### src/rtl/hazard_ctrl_pkg.sv
// Shared pipeline definitions for hazard control:
// forwarding codes, mult/div FSM states, defaults.
package hazard_ctrl_pkg;

  localparam logic [1:0] FWD_SRC = 2'b00;
  localparam logic [1:0] FWD_ALU = 2'b01;
  localparam logic [1:0] FWD_MEM = 2'b10;

  localparam int MD_LATENCY_DEF = 32;

  typedef enum logic {
    MD_IDLE = 1'b0,
    MD_BUSY = 1'b1
  } md_state_t;

  function automatic logic [1:0] fwd_sel(
    input logic [4:0] src,
    input logic [4:0] mem_rd,
    input logic       mem_we,
    input logic [4:0] wb_rd,
    input logic       wb_we
  );
    logic [1:0] sel;
    sel = FWD_SRC;
    if (wb_we && wb_rd != 5'd0 && wb_rd == src)
      sel = FWD_MEM;
    if (mem_we && mem_rd != 5'd0 && mem_rd == src)
      sel = FWD_ALU;
    return sel;
  endfunction

endpackage

### src/rtl/md_timer.sv
// Mult/div countdown: loaded on start,
// counts down while busy, saturates at zero.
module md_timer
  import hazard_ctrl_pkg::*;
#(
  parameter int LATENCY = MD_LATENCY_DEF
) (
  input  logic clk,
  input  logic rst_n,
  input  logic start,
  input  logic busy,
  output logic cnt_zero
);

  localparam logic [5:0] LOAD = 6'(LATENCY - 1);

  logic [5:0] cnt;

  assign cnt_zero = (cnt == 6'd0);

  // load on start, decrement while busy, hold at 0
  always_ff @(posedge clk or negedge rst_n) begin
    if (!rst_n)
      cnt <= 6'd0;
    else if (start)
      cnt <= LOAD;
    else if (busy && !cnt_zero)
      cnt <= cnt - 6'd1;
  end

endmodule

### src/rtl/hazard_ctrl.sv
// Pipeline hazard unit: forwarding, load-use
// and mult/div stalls, branch flush.
module hazard_ctrl
  import hazard_ctrl_pkg::*;
#(
  parameter int MD_LATENCY = MD_LATENCY_DEF
) (
  input  logic       clk,
  input  logic       rst_n,
  input  logic [4:0] id_rs,
  input  logic [4:0] id_rt,
  input  logic       id_uses_rt,
  input  logic       id_md_start,
  input  logic       id_md_use,
  input  logic [4:0] ex_rs,
  input  logic [4:0] ex_rt,
  input  logic [4:0] ex_rd,
  input  logic       ex_memread,
  input  logic [4:0] mem_rd,
  input  logic       mem_regwrite,
  input  logic [4:0] wb_rd,
  input  logic       wb_regwrite,
  input  logic       branch_taken,
  output logic [1:0] fwd_a,
  output logic [1:0] fwd_b,
  output logic       risk_sig,
  output logic       pc_we,
  output logic       ifid_we,
  output logic       flush_ifid,
  output logic       md_busy
);

  md_state_t state;
  md_state_t state_nxt;

  logic load_use;
  logic md_stall;
  logic md_start;
  logic cnt_zero;

  assign load_use = ex_memread && ex_rd != 5'd0 &&
                    (ex_rd == id_rs ||
                     (id_uses_rt && ex_rd == id_rt));

  assign md_busy  = (state == MD_BUSY);
  assign md_stall = md_busy && (id_md_use || id_md_start);
  assign md_start = id_md_start && !md_busy &&
                    !load_use && !branch_taken;

  md_timer #(
    .LATENCY(MD_LATENCY)
  ) u_md_timer (
    .clk     (clk),
    .rst_n   (rst_n),
    .start   (md_start),
    .busy    (md_busy),
    .cnt_zero(cnt_zero)
  );

  // mult/div state register
  always_ff @(posedge clk or negedge rst_n) begin
    if (!rst_n)
      state <= MD_IDLE;
    else
      state <= state_nxt;
  end

  // mult/div next state
  always_comb begin
    state_nxt = state;
    unique case (state)
      MD_IDLE: if (md_start) state_nxt = MD_BUSY;
      MD_BUSY: if (cnt_zero) state_nxt = MD_IDLE;
      default: state_nxt = MD_IDLE;
    endcase
  end

  // forwarding selects, held at register source in reset
  always_comb begin
    fwd_a = FWD_SRC;
    fwd_b = FWD_SRC;
    if (rst_n) begin
      fwd_a = fwd_sel(ex_rs, mem_rd, mem_regwrite,
                      wb_rd, wb_regwrite);
      fwd_b = fwd_sel(ex_rt, mem_rd, mem_regwrite,
                      wb_rd, wb_regwrite);
    end
  end

  // pipeline control: reset, then flush, then stalls
  always_comb begin
    risk_sig   = 1'b0;
    pc_we      = 1'b1;
    ifid_we    = 1'b1;
    flush_ifid = 1'b0;
    if (!rst_n) begin
      risk_sig = 1'b1;
      pc_we    = 1'b0;
      ifid_we  = 1'b0;
    end else if (branch_taken) begin
      risk_sig   = 1'b1;
      flush_ifid = 1'b1;
    end else if (load_use || md_stall) begin
      risk_sig = 1'b1;
      pc_we    = 1'b0;
      ifid_we  = 1'b0;
    end
  end

endmodule

### config.mk
export PLATFORM = sky130hd
export DESIGN_NAME = hazard_ctrl
export DESIGN_NICKNAME = d
export VERILOG_FILES = /design/src/rtl/hazard_ctrl_pkg.sv /design/src/rtl/md_timer.sv /design/src/rtl/hazard_ctrl.sv
export SDC_FILE = /design/constraint.sdc
export NUM_CORES = 1
export LEC_CHECK = 0
export BUFFER_PORTS_ARGS = -buffer_cell sky130_fd_sc_hd__buf_2
export CAP_MARGIN = 20
export CORE_MARGIN = 2
export CORE_UTILIZATION = 47
export CTS_CLUSTER_DIAMETER = 80
export DETAILED_ROUTE_END_ITERATION = 10
export PLACE_DENSITY = 0.9
export SYNTH_ARGS = -nofsm -noshare
export SYNTH_HDL_FRONTEND = slang
export SYNTH_HIERARCHICAL = 1
export SYNTH_SLANG_ARGS = --single-unit
### constraint.sdc
create_clock -name clk -period 2.9 [get_ports clk]
set_input_delay 0.58 -clock clk [delete_from_list [all_inputs] [get_ports clk]]
set_output_delay 0.58 -clock clk [all_outputs]
set_load 0.01 [all_outputs]
# After elaboration in Yosys (flattened, before gate mapping)
# Index checks and enable logic that the tools add are counted.
# word_totals
out_inout_bits	9
wordCells	55
romBits	0
ram_bits	0
mem_count	0
latch_bits	0
regBits	7
# op_classes
addsub	1
multipliers	0
bitwise_logic	1
shift	0
eq_ne	6
order_cmp	0
n_reduce_logical	26
n_div	0
mux	19
# op_table
op	count
equality test 5 bit	6
nonzero test 5 bit	3
logical AND 1 bit	14
2-to-1 mux 2 bit	6
2-to-1 mux 6 bit	2
2-to-1 mux 1 bit	10
zero test 6 bit	1
subtractor 6 x 1 -> 6 bit (second input constant)	1
zero test 1 bit	4
logical OR 1 bit	3
case mux 1 bit (2 select lines)	1
nonzero test 2 bit	1
NOT 1 bit	1

# Longest topological paths before layout
# logic_depth
depth_word	9
mapped_depth	8

# Cells and area by module
# The synthesis kept the hierarchy.
# by_module_without_submodules
mod	seq_area_each_um2	n_inst	area_per_inst_um2	cells_each
hazard_ctrl	25.0	1	524.3	67
md_timer	150.1	1	389.1	39

# Worst setup path after synthesis
# No wires, ideal clock.
# synth_path
path_type	input port to output port
start	in ex_rd[1]
end	out pc_we
arrival_time_ns	1.786
setup_slack_ns	0.534
cell_stages	5
cell_sequence	or4_1 o21ai_2 nor2_1 a21oi_1 buf_4
# synth_between
elab_chain_len	8
# synth_lines
element	line	text
start, declared	hazard_ctrl.sv:17	input logic [4:0] ex_rd,
equality test 5 bit	hazard_ctrl.sv:43	(id_uses_rt && ex_rd == id_rt));
logical AND 1 bit	hazard_ctrl.sv:43	
logical OR 1 bit	hazard_ctrl.sv:42	(ex_rd == id_rs ||
logical AND 1 bit *	hazard_ctrl.sv:41	assign load_use = ex_memread && ex_rd != 5'd0 &&
logical OR 1 bit *	hazard_ctrl.sv:103	end else if (load_use || md_stall) begin
2-to-1 mux 1 bit * (3 in a row)	n/a	
end, declared	hazard_ctrl.sv:27	output logic pc_we,
# Every way passes the cells marked *; elsewhere a longest branch is shown, timed or not.

# Worst setup path after layout
# layout_path
start	in mem_rd[3]
end	out fwd_a[1]
# layout_between
elab_chain_len	5
# layout_lines
element	line	text
start, declared	hazard_ctrl.sv:19	input logic [4:0] mem_rd,
nonzero test 5 bit	hazard_ctrl_pkg.sv:27	if (mem_we && mem_rd != 5'd0 && mem_rd == src)
logical AND 1 bit	hazard_ctrl_pkg.sv:27	
logical AND 1 bit *	hazard_ctrl_pkg.sv:27	
2-to-1 mux 2 bit *	hazard_ctrl_pkg.sv:27	
2-to-1 mux 2 bit *	hazard_ctrl.sv:82	if (rst_n) begin
end, declared	hazard_ctrl.sv:24	output logic [1:0] fwd_a,
# Marked as above.

==> results.sh <==
export IMPL_final_cells=185
export IMPL_cts_resized_gates=0
export IMPL_initial_utilization_pct=51.2
export IMPL_overflow=0
export IMPL_grt_pass1_wl_um=3730
export IMPL_fin_crit_sh_pct=86.2
export IMPL_cts_reportedPaths_clkPinSlew_ns=0.06
export IMPL_wl_per_cell_um=13.5
export IMPL_io_pin_count=53
export IMPL_antenna_found_initial=0
export IMPL_drc_errors=0
export IMPL_hold_viol_final=0
export IMPL_fin_crit_ns=2.50
export IMPL_finalSetupTns_ns=0
export IMPL_vias=1042
export IMPL_clock_sink_count=7
export IMPL_htree_levels=1
export IMPL_seq_area_um2=175
export IMPL_routed_wl_um=2490
export IMPL_cts_tree="built"
export IMPL_hp_class="in -> async"
export IMPL_clockBufferDepth=2
export IMPL_dieArea_um2=2310
export IMPL_n_antenna_cell=0
export IMPL_syn_cell_area_um2=913
export IMPL_pwr_density_cell_nw_per_um2=582
export IMPL_yosys_top_cells_area="dfrtp_1 19%, xnor2_1 15%, xor2_1 13%"
export IMPL_yosys_top_cells_count="16 x xnor2_1, 14 x xor2_1, 7 x dfrtp_1"
export IMPL_yosysMostFrequentCell="xnor2_1"
export IMPL_cts_root_buf="clkbuf_4"
export IMPL_yosysTopAreaCellShare_pct=19.2
export IMPL_dieWidth_um=48.1
export IMPL_grt_max_degree=16
export IMPL_coreArea_um2=1780
export IMPL_max_slew_margin_pct=72.4
export IMPL_postCtsSetupRepairBufs=0
export IMPL_final_antenna_net_count=0
export IMPL_worst_setup_path_start_kind="primary input"
export IMPL_rows=15
export IMPL_cts_buffers=3
export IMPL_setup_violations=0
export IMPL_synth_warning_count=6
export IMPL_grt_pass1_vias=950
export IMPL_drt_iter0_drc=20
export IMPL_placed_cells=181
export IMPL_synth_edf_count=0
export IMPL_drv_cap=0
export IMPL_multi_input_area_um2=703
export IMPL_end_kind="output port"
export IMPL_avgSynthCellArea_um2=8.62
export IMPL_ys_flop_type="dfrtp_1"
export IMPL_skew_ns=0.00610
export IMPL_dp_hpwl_um=2070
export IMPL_nets=207
export IMPL_n_fill_cell=150
export IMPL_port_buffers=52
export IMPL_syn_instance_count=106
export IMPL_cp_max_fo=3
export IMPL_drv_slew=0
export IMPL_firstDrtPassIters=4
export IMPL_cp_arrival_ns=1.92
export IMPL_gp_congestion=0.735
export IMPL_crit_type="in -> out"
export IMPL_gr_usage_all_layers_pct=23.3
export IMPL_async_flop_share_pct=100
export IMPL_worst_pin_slew_ns=0.410
export IMPL_yosysSeqAreaShare_pct=19.2
export IMPL_ys_types=37
export IMPL_worstSkewPairLatency_ns=0.25
export IMPL_hold_slack_ns=0.191
export IMPL_yosysTopAreaCell="dfrtp_1"
export IMPL_cts_hold_fix_buffers=0
export IMPL_layout_drive_gt1_share_pct=40.6
export IMPL_fin_util_pct=68.1
export IMPL_die_y_um=48.1
export IMPL_placed_area_um2=1190
export IMPL_final_cell_area_um2=1210
export IMPL_worst_ir_drop_vdd_v=0.000377
export IMPL_fmax_mhz=400
export IMPL_rsz0062_at_grt="no"
export IMPL_p_leak_uw=0.000537
export IMPL_crit_required_ns=2.32
export IMPL_area_delta_synth_final_pct=33.0
export IMPL_avgViaCountPerCell=5.63
export IMPL_outcome="finished, final reports clean"
export IMPL_synth_seq_cells=7
export IMPL_syn_num_nets=152
-- cell usage in the layout (no fill, tap or decap), drive strengths merged, types with 3 or more instances in the layout --
master   n
inv      3
or4      5
o31ai    3
and2     3
a21oi    6
nor2b    4
nand3    3
xnor2   16
nand2    4
dfrtp    7
clkbuf   4
o21ai    5
buf     53
xor2    14
nor3     4
nor4     4
-- routing by layer --
layer  track usage, %  part of all wire (%)
met5                0                     0
met4             5.95                     0
met3             4.91                   7.8
met2             49.1                    55
met1             21.9                    37
-- path summary, 6_finish.rpt --
check	startpoint	endpoint	slack, ns	depth (start not counted)
worst max-delay path	mem_rd[3]	fwd_a[1]	0.40	6
worst min-delay path	rst_n	u_md_timer/cnt[2]	0.19	1
worst max register to register	md_busy	u_md_timer/cnt[0]	0.80	6
worst min register to register	u_md_timer/cnt[4]	u_md_timer/cnt[4]	0.53	1
max in group asynchronous	rst_n	u_md_timer/cnt[4]	2.49	1
min in group clk	u_md_timer/cnt[4]	u_md_timer/cnt[4]	0.53	1
-- worst max-delay path, stage by stage --
cell and delay (ns):
buf_2 0.12, or4_1 0.54, o21ai_2 0.15, nor4_1 0.09
nor4_2 0.26, buf_2 0.17
-- power by group --
group / internal [µW] / total (µW) / switching [µW]
clock: 52.6 / 89.7 / 37.1
sequential: 149 / 223 / 74.1
combinational: 196 / 395 / 199
total: 397 / 707 / 310
-- flip-flops by register name, indices dropped and copies added, names as in the netlist --
| register | cells |
|---|---|
| u_md_timer/cnt | 6 |
| md_busy | 1 |
-- per-stage QoR --
step	setup slack, ns	power, µW
2_1_floorplan	0.534	493
3_3_place_gp	0.466	576
3_5_place_dp	0.401	606
4_1_cts	0.401	703
5_1_grt	0.332	768
6_report	0.401	707
-- final cells by class --
type / count / area share, %
timing repair buffer: 53 / 22.0
tap: 25 / 2.57
inverter: 3 / 0.927
sequential: 7 / 14.4
multi-input combinational: 93 / 57.9
clock buffer: 4 / 2.16
-- kinds of logic after synthesis --
group | synth area share, %
AND/OR/NAND/NOR | 28.4
XOR/XNOR | 28.8
AO/OA/AOI/OAI | 15.9
flip-flops | 19.2
buffers and inverters | 3.84
adder cells (fa/ha/maj) | 2.74
multiplexers | 1.23
(Power assumes the default switching activity.)
